===== src/rtl/hc138_pkg.sv =====
// Shared definitions for the HC138-style strobe decoder: FSM encoding and
// default strobe/gap widths.
package hc138_pkg;

  typedef enum logic [1:0] {
    IDLE  = 2'd0,
    PULSE = 2'd1,
    GAP   = 2'd2
  } state_t;

  localparam int unsigned PULSE_LEN_DEF = 4;
  localparam int unsigned GAP_LEN_DEF   = 1;

endpackage


===== src/rtl/hc138_strobe_decoder_dec3to8.sv =====
// 3-to-8 decoder: active-low code in, active-low one-hot out, all-high when
// disabled.
module dec3to8 (
  input  logic [2:0] i_code_n,
  input  logic       i_en,
  output logic [7:0] o_y_n
);

  logic [2:0] w_idx;

  assign w_idx = ~i_code_n;

  always_comb begin
    o_y_n = 8'hFF;
    if (i_en) o_y_n[w_idx] = 1'b0;
  end

endmodule


===== src/rtl/hc138_strobe_decoder.sv =====
// Strobe decoder: turns encoder requests into fixed-width one-hot active-low
// strobes with a guaranteed all-high gap, a one-deep pending slot and a sticky
// overrun flag.
//
//   state | meaning
//   IDLE  | no strobe, Y_n all high, waiting for an event
//   PULSE | one Y_n bit low, counting PULSE_LEN cycles
//   GAP   | Y_n all high, counting GAP_LEN cycles before the next strobe
module hc138_strobe_decoder
  import hc138_pkg::*;
#(
  parameter int unsigned PULSE_LEN = PULSE_LEN_DEF,
  parameter int unsigned GAP_LEN   = GAP_LEN_DEF
) (
  input  logic       clk,
  input  logic       rst_n,
  input  logic [2:0] CodeIn,
  input  logic       GS_n,
  input  logic       G1,
  input  logic       G2A_n,
  input  logic       G2B_n,
  input  logic       ClrOvr,
  output logic [7:0] Y_n,
  output logic       Busy,
  output logic       Overrun
);

  state_t     r_state, w_state_nxt;
  logic [7:0] r_cnt, w_cnt_nxt;
  logic [7:0] r_y_n, w_y_n_nxt;
  logic       r_gs_prev;
  logic       r_pend_v, w_pend_v_nxt;
  logic [2:0] r_pend, w_pend_nxt;
  logic       r_ovr;
  logic       w_ovr_set;
  logic       w_event;
  logic       w_decide;
  logic       w_start;
  logic       w_ev_used;
  logic       w_consumed;
  logic [2:0] w_start_code;
  logic [7:0] w_dec_y_n;

  assign w_event = ~GS_n & r_gs_prev & G1 & ~G2A_n & ~G2B_n;

  dec3to8 u_dec (
    .i_code_n (w_start_code),
    .i_en     (w_start),
    .o_y_n    (w_dec_y_n)
  );

  always_comb begin
    w_state_nxt  = r_state;
    w_cnt_nxt    = r_cnt;
    w_y_n_nxt    = r_y_n;
    w_pend_v_nxt = r_pend_v;
    w_pend_nxt   = r_pend;
    w_ovr_set    = 1'b0;
    w_decide     = 1'b0;
    w_start      = 1'b0;
    w_ev_used    = 1'b0;
    w_consumed   = 1'b0;
    w_start_code = CodeIn;

    case (r_state)
      IDLE: begin
        w_y_n_nxt = 8'hFF;
        if (w_event) begin
          w_start   = 1'b1;
          w_ev_used = 1'b1;
        end
      end
      PULSE: begin
        if (r_cnt != 8'd0) begin
          w_cnt_nxt = r_cnt - 8'd1;
        end else begin
          w_y_n_nxt = 8'hFF;
          if (GAP_LEN != 0) begin
            w_state_nxt = GAP;
            w_cnt_nxt   = 8'(GAP_LEN - 1);
          end else begin
            w_decide = 1'b1;
          end
        end
      end
      GAP: begin
        if (r_cnt != 8'd0) w_cnt_nxt = r_cnt - 8'd1;
        else               w_decide  = 1'b1;
      end
      default: begin
        w_state_nxt = IDLE;
        w_y_n_nxt   = 8'hFF;
        w_cnt_nxt   = 8'd0;
      end
    endcase

    // Pending request always wins over a fresh event at a decision edge.
    if (w_decide) begin
      if (r_pend_v) begin
        w_start      = 1'b1;
        w_start_code = r_pend;
        w_consumed   = 1'b1;
        w_pend_v_nxt = 1'b0;
      end else if (w_event) begin
        w_start   = 1'b1;
        w_ev_used = 1'b1;
      end else begin
        w_state_nxt = IDLE;
        w_cnt_nxt   = 8'd0;
      end
    end

    if (w_start) begin
      w_state_nxt = PULSE;
      w_cnt_nxt   = 8'(PULSE_LEN - 1);
      w_y_n_nxt   = w_dec_y_n;
    end

    if (w_event && !w_ev_used) begin
      if (!r_pend_v || w_consumed) begin
        w_pend_v_nxt = 1'b1;
        w_pend_nxt   = CodeIn;
      end else begin
        w_ovr_set = 1'b1;
      end
    end
  end

  always_ff @(posedge clk) begin
    if (!rst_n) begin
      r_state   <= IDLE;
      r_cnt     <= 8'd0;
      r_y_n     <= 8'hFF;
      r_gs_prev <= 1'b1;
      r_pend_v  <= 1'b0;
      r_pend    <= 3'b111;
      r_ovr     <= 1'b0;
    end else begin
      r_state   <= w_state_nxt;
      r_cnt     <= w_cnt_nxt;
      r_y_n     <= w_y_n_nxt;
      r_gs_prev <= GS_n;
      r_pend_v  <= w_pend_v_nxt;
      r_pend    <= w_pend_nxt;
      r_ovr     <= (r_ovr & ~ClrOvr) | w_ovr_set;
    end
  end

  assign Y_n     = r_y_n;
  assign Busy    = (r_state != IDLE);
  assign Overrun = r_ovr;

endmodule

===== config.mk =====
export PLATFORM = sky130hd
export DESIGN_NAME = hc138_strobe_decoder
export DESIGN_NICKNAME = d
export VERILOG_FILES = /design/src/rtl/hc138_pkg.sv /design/src/rtl/hc138_strobe_decoder_dec3to8.sv /design/src/rtl/hc138_strobe_decoder.sv
export SDC_FILE = /design/constraint.sdc
export NUM_CORES = 1
export LEC_CHECK = 0
export CAP_MARGIN = 20
export CORE_MARGIN = 4
export CORE_UTILIZATION = 53
export DETAILED_ROUTE_END_ITERATION = 10
export GPL_TIMING_DRIVEN = 0
export PLACE_DENSITY = 0.89
export SKIP_CTS_REPAIR_TIMING = 1
export SLEW_MARGIN = 40
export SYNTH_ARGS = -nofsm -noshare
export SYNTH_HDL_FRONTEND = slang
export SYNTH_SLANG_ARGS = --single-unit

===== constraint.sdc =====
create_clock -name clk -period 2.55 [get_ports clk]
set_clock_uncertainty 0.05 [all_clocks]
set_input_delay 0.51 -clock clk [delete_from_list [all_inputs] [get_ports clk]]
set_output_delay 0.51 -clock clk [all_outputs]
set_load 0.005 [all_outputs]

==> summary.md, run 1 <==
| Metric | Value |
|---|---|
| Pin count of the biggest net entering global routing | 14 |
| Placed insts | about 210 |
| Synthesis-to-layout area growth | 17.7% |
| Top_reg_cell synth | dfxtp_1 |
| WP data required | 2.75 ns |
| All-Layer GR Usage | 0.204 |
| Worst-Margin Slew | 0.757 ns |
| Worst setup EP type | flip-flop |
| Synth Warn # | 0 |
| Mapped Nets | 174 |
| Syn Inst Count | 161 |
| Initial antenna violation count | 0 |
| Post-synth ARST share | 0 |
| IO Port Bufs | 16 |
| Design Power | roughly 0.67 mW |
| Hold Path Origin | Y_n[7]$_SDFFE_PN1P_ |
| Hold Vio Cnt, Final | 0 |
| Via count of the first global-routing pass | approximately 1300 |
| Number of CTS-inserted buffers | 3 |
| Reg-to-reg startpoint | r_cnt[0]$_SDFF_PN0_ |
| Slew headroom | 0.490 |
| Place WS | -0.298 ns |
| Static leakage | 0.541 nW |
| Worst path max stage delay | ~0.6 ns |
| Final WS setup | ~0.13 ns |
| CP max stage cell | nor4_4 |
| IO Count | 20 |
| CP max FO | 8 |
| Max Freq | 413 MHz |
| Pwr per Cell Area | between 400 and 500 mW/mm^2 |
| Clock Tree Buf Depth | 2 |
| Placed Instance Area | approximately 0.0016 sq mm |
| Vias/cell | ~6.4 |
| Post-Route M1 WL | about 1400 microns |
| DRT Pass-1 Iters | 4 |
| Met3 wire length | around 220 microns |
| Final instance area | 0.00165 sq mm |
| Placer Congestion | between 0.8 and 0.9 |
| Die H | between 50 and 60 microns |
| Vias | about 1300 |
| Seq/Total Area, Yosys | 0.343 |
| Post-synth EDFFs | 0 |
| Synthesis-stage register bit count | 24 |
| Crit Path Class | flip-flop to flip-flop |
| DR WL/cell | roughly 15 microns |
| Initial Util | 0.560 |
| RSZ-0062 raised after global routing | false |
| First-pass GRT wire length | between 5000 and 6000 microns |
| Initial drt markers | 48 |
| Worst Hold Class | flip-flop to flip-flop |
| Chip width | 59.4 microns |
| Core area | 0.00250 sq mm |
| Final setup fails | 0 |
| Synthesized cell area | about 0.0014 sq mm |
| Worst hold slack | ~0.45 ns |
| Count of cell types in the netlist | 39 |
| Antenna Nets Post-Route | 0 |
| DR top layer | met4 |
| Dpl hpwl | approximately 2400 microns |
| Crit path launch | r_cnt[0]$_SDFF_PN0_ |
| Max-cap violations | 0 |
| CTS tree | built |
| Filler cell count | around 210 |
| Residual DRC | 0 |
| Routed length on met2 | ~1500 microns |
| Share of post-route cells with drive strength above 1 | 0.0944 |
| Final Cycle Share | 0.950 |
| Critical path arrival | 2.62 ns |
| Cell chain of the critical path | inv_1 -> ha_1 -> or4b_4 -> nor4_4 -> mux2_2 -> a2bb2oi_1 |
| Diodes inserted | 0 |
| H-tree depth | 1 |
| Clock sink count | 24 |
| Max VDD drop | approximately 0.35 mV |
| CP Launch Type | flip-flop |
| Post-Layout Cell Count | between 200 and 250 |
| Skew-Pair Late Insertion Delay | 0.32 ns |
| Clk slew on worst S/H paths | ~0.15 ns |
| Final count of pins violating max slew | 0 |
| Status | complete, no violations |
| Final Critical Period | around 2.4 ns |
| Total grt overflow | 0 |
| Syn avg cell area | roughly 8.7 sq um |
| Die area | about 0.0035 sq mm |
| Layout Nets | a little under 200 |
| Total Wirelength | 3200 microns |
| Row count | 18 |
| Root buffer cell | clkbuf_4 |
==> state kept, by name, summed over array words and instances (netlist names) <==
register   cells
Overrun        1
Y_n            8
r_cnt          8
r_gs_prev      1
r_pend         3
r_pend_v       1
r_state        2
==> synthesized netlist by cell type, types with 5 or more instances <==
cell,instances,share of area
a21oi_1,7,0.025
a2bb2oi_1,8,0.050
clkbuf_1,7,0.019
dfxtp_1,24,0.34
inv_1,5,0.013
mux2i_1,11,0.079
nand2_1,9,0.024
nand2b_1,5,0.022
nand3_1,6,0.021
nand3b_1,7,0.038
nor2_1,12,0.032
nor2b_1,8,0.036
nor3_1,5,0.018
==> cell usage in the layout (no fill, tap or decap), types with 3 or more instances in the layout <==
cell type        count
clkbuf_4             3
clkdlybuf4s50_1     16
nor3_1               4
nand3b_1             7
nand2b_1             5
dfxtp_1             24
mux2i_1             11
a21oi_1              7
inv_1                5
clkbuf_1             6
o21ai_0              4
a311oi_1             4
nor2_1              12
nor2b_1              8
or3b_2               3
o21a_1               4
ha_1                 3
nand3_1              6
a2bb2oi_1            8
a31oi_1              4
nand2_1              9
==> path summary, 6_finish.rpt <==
check	slack, ns	endpoint	cells past startpoint
max	0.13	Y_n[7]$_SDFFE_PN1P_	6
min	0.45	Y_n[7]$_SDFFE_PN1P_	1
max reg2reg	0.13	Y_n[7]$_SDFFE_PN1P_	6
min reg2reg	0.45	Y_n[7]$_SDFFE_PN1P_	1
==> area by class of cell <==
type / count / area, sq um / area share
tap: 30 / 37.5 / 0.0228
inverter: 5 / 18.8 / 0.0114
multi-input combinational: 122 / 877 / 0.533
timing repair buffer: 16 / 160 / 0.0973
sequential: 24 / 480 / 0.292
clock buffer: 4 / 36.3 / 0.0220
buffer: 9 / 36.3 / 0.0220
==> routing by layer <==
metal / vias up / global-route usage
met3: 11 / 0.0458
met1: 633 / 0.258
met4: 0 / 0.0874
li1: 634 / -
met2: 58 / 0.329
met5: - / 0
==> logic make-up after synthesis <==
kind of cell	after synthesis	synth area share
adders and majority gates	3	0.0268
DFF	24	0.343
buffers and inverters	15	0.0420
xor gates and xnor gates	1	0.00626
AOI/OAI and AO/OA	41	0.215
muxes	12	0.0868
and+or+nand+nor	65	0.280
==> per-stage QoR <==
| step | TNS, ns | util |
|---|---|---|
| 2_1_floorplan | 0 | - |
| 6_report | 0 | 0.659 |
| 4_1_cts | 0 | 0.653 |
| 3_3_place_gp | -2.09 | 0.639 |
| 3_5_place_dp | -4.23 | 0.639 |
| 5_1_grt | 0 | 0.659 |
==> power by group <==
part	leakage (nW)	internal, mW	switching (mW)
sequential	0.194	0.379	0.00456
clock	0.0210	0.0873	0.120
combinational	0.326	0.0346	0.0407
==> critical path: cells and delay by family (launching register included) <==
kind	cells	cell delay [ns]
compound gates	1	0.12
flops	1	0.37
fa+ha+maj	1	0.17
mux	1	0.41
buf+inv	1	0.11
simple gates	2	1.10
(Power assumes the default switching activity.)
==> run 2: changes to the inputs <==
CTS_BUF_LIST = sky130_fd_sc_hd__clkbuf_16   (was unset)
==> summary.md, run 2 (synthesis results as in run 1) <==
| Metric | Value |
|---|---|
| Initial drt markers | 63 (+31%) |
| H-tree depth | 1 (unchanged) |
| Die H | 59.4 microns (unchanged) |
| Die area | 0.00353 sq mm (unchanged) |
| WP data required | 2.69 ns (-0.06 ns) |
| Dpl hpwl | 2380 microns (unchanged) |
| Root buffer cell | clkbuf_16 |
| IO Count | 20 (unchanged) |
| Synthesis-to-layout area growth | 21.0% |
| Pin count of the biggest net entering global routing | 14 (unchanged) |
| Static leakage | 0.560 nW (+3.5%) |
| Pwr per Cell Area | 475 mW/mm^2 (+17%) |
| Total Wirelength | 3260 microns (+1.8%) |
| Slew headroom | 0.470 (-0.0201) |
| Diodes inserted | 0 (unchanged) |
| Row count | 18 (unchanged) |
| Final setup fails | 0 (unchanged) |
| DRT Pass-1 Iters | 6 (+2) |
| Most frequent cells in the layout | 24 x dfxtp_1, 16 x clkdlybuf4s50_1, 12 x nor2_1, 11 x mux2i_1, 9 x nand2_1 |
| Final Critical Period | 2.41 ns (-0.0148 ns) |
| Chip width | 59.4 microns (unchanged) |
| Max-cap violations | 0 (unchanged) |
| IO Port Bufs | 16 (unchanged) |
| Worst path max stage delay | 0.62 ns (+0.02 ns) |
| R2r setup slk | 0.14 ns (about the same) |
| Antenna Nets Post-Route | 0 (unchanged) |
| Layout Nets | 195 (+0.52%) |
| First-pass GRT wire length | 5810 microns (+2.7%) |
| Final Cycle Share | 0.944 (-0.00582) |
| Critical path arrival | 2.55 ns (-0.07 ns) |
| Area occupied by multi-input gates | 877 sq um (unchanged) |
| Clk slew on worst S/H paths | 0.06 ns (-0.09 ns) |
| DR WL/cell | 15.4 microns (+1.4%) |
| Vias/cell | 6.36 (-0.10%) |
| Core area | 0.00250 sq mm (unchanged) |
| Clock sink count | 24 (unchanged) |
| Cell chain of the critical path | inv_1 -> ha_1 -> or4b_4 -> nor4_4 -> mux2_2 -> a2bb2oi_1 |
| Worst Hold Class | flip-flop to flip-flop |
| CP max stage cell | nor4_4 |
| Final instance area | 0.00169 sq mm (+2.8%) |
| Worst-Margin Slew | 0.787 ns (+0.0298 ns) |
| Sequential cell area | 480 sq um (unchanged) |
| CP max FO | 8 (unchanged) |
| Hold Vio Cnt, Final | 0 (unchanged) |
| Status | complete, no violations |
| Skew-Pair Late Insertion Delay | 0.26 ns (-0.06 ns) |
| Filler cell count | 203 (-2.4%) |
| RSZ-0062 raised after global routing | false |
| All-Layer GR Usage | 0.212 (+0.00855) |
| Total grt overflow | 0 (unchanged) |
| Placed Instance Area | 0.00160 sq mm (unchanged) |
| Via count of the first global-routing pass | 1326 (-0.15%) |
| CTS tree | built |
| Max VDD drop | 0.357 mV (+2.6%) |
| Crit Path Class | flip-flop to flip-flop |
| Vias | 1341 (+0.37%) |
| Most common cell after layout, fill and taps aside | dfxtp_1 |
| Residual DRC | 0 (unchanged) |
| Placer Congestion | 0.811 (unchanged) |
| Initial antenna violation count | 0 (unchanged) |
| Design Power | 0.803 mW (+21%) |
| Post-route setup TNS | 0 ns (unchanged) |
| Number of CTS-inserted buffers | 3 (unchanged) |
| CP Launch Type | flip-flop |
| Worst setup EP type | flip-flop |
| Final count of pins violating max slew | 0 (unchanged) |
| Clock Tree Buf Depth | 2 (unchanged) |
| Share of post-route cells with drive strength above 1 | 0.0884 (-0.00605) |
| Initial Util | 0.560 (unchanged) |
| Max Freq | 415 MHz (+0.62%) |
run 2: cell types whose count changed in the layout (fill, tap and decap cells not counted):
cell	change
clkbuf_16	+3
clkbuf_8	-1
clkbuf_4	-3
clkbuf_1	+1
clkinv_1	+1
run 2: path summary, 6_finish.rpt:
kind | start | endpoint | cells after the start
setup reg to reg | r_cnt[0]$_SDFF_PN0_ | Y_n[7]$_SDFFE_PN1P_ | 6
setup / recovery | r_cnt[0]$_SDFF_PN0_ | Y_n[7]$_SDFFE_PN1P_ | 6
hold reg to reg | Y_n[7]$_SDFFE_PN1P_ | Y_n[7]$_SDFFE_PN1P_ | 1
hold / removal | Y_n[7]$_SDFFE_PN1P_ | Y_n[7]$_SDFFE_PN1P_ | 1
run 2: metrics by stage:
stage	std cells	util	setup WS (ns)	hold WS [ns]
6_report	211	0.677	0.142	0.443
5_1_grt	211	0.677	0.0234	0.459
4_1_cts	211	0.670	-0.0180	0.447
3_5_place_dp	207	0.639	-0.298	0.435
3_3_place_gp	207	0.639	-0.162	0.428
2_1_floorplan	161	-	0.394	0.425
run 2: layer usage:
| metal | vias to the layer above | GRT usage | part of all wire |
|---|---|---|---|
| li1 | 637 | - | - |
| met1 | 641 | 0.278 | 0.47 |
| met2 | 54 | 0.337 | 0.45 |
| met3 | 9 | 0.0479 | 0.062 |
| met4 | 0 | 0.0809 | 0.016 |
| met5 | - | 0 | 0 |
run 2: power breakdown:
group | internal (mW) | total, mW | switching (mW)
Combinational | 0.0346 | 0.0760 | 0.0413
Clock | 0.210 | 0.345 | 0.135
Sequential | 0.378 | 0.383 | 0.00419
run 2: critical path, delay by kind of cell, from the launching register on:
| kind | cells | cell delay [ns] |
|---|---|---|
| compound gates | 1 | 0.12 |
| flops | 1 | 0.34 |
| fa+ha+maj | 1 | 0.17 |
| buf+inv | 1 | 0.11 |
| simple gates | 2 | 1.12 |
| mux | 1 | 0.41 |
run 2: area by class of cell:
cell class | instances | area share
Multi-Input combinational cell | 122 | 0.518
Sequential cell | 24 | 0.284
Timing Repair Buffer | 16 | 0.0946
Clock buffer | 3 | 0.0443
Buffer | 10 | 0.0237
Tap cell | 30 | 0.0222
Inverter | 5 | 0.0111
Clock inverter | 1 | 0.00222
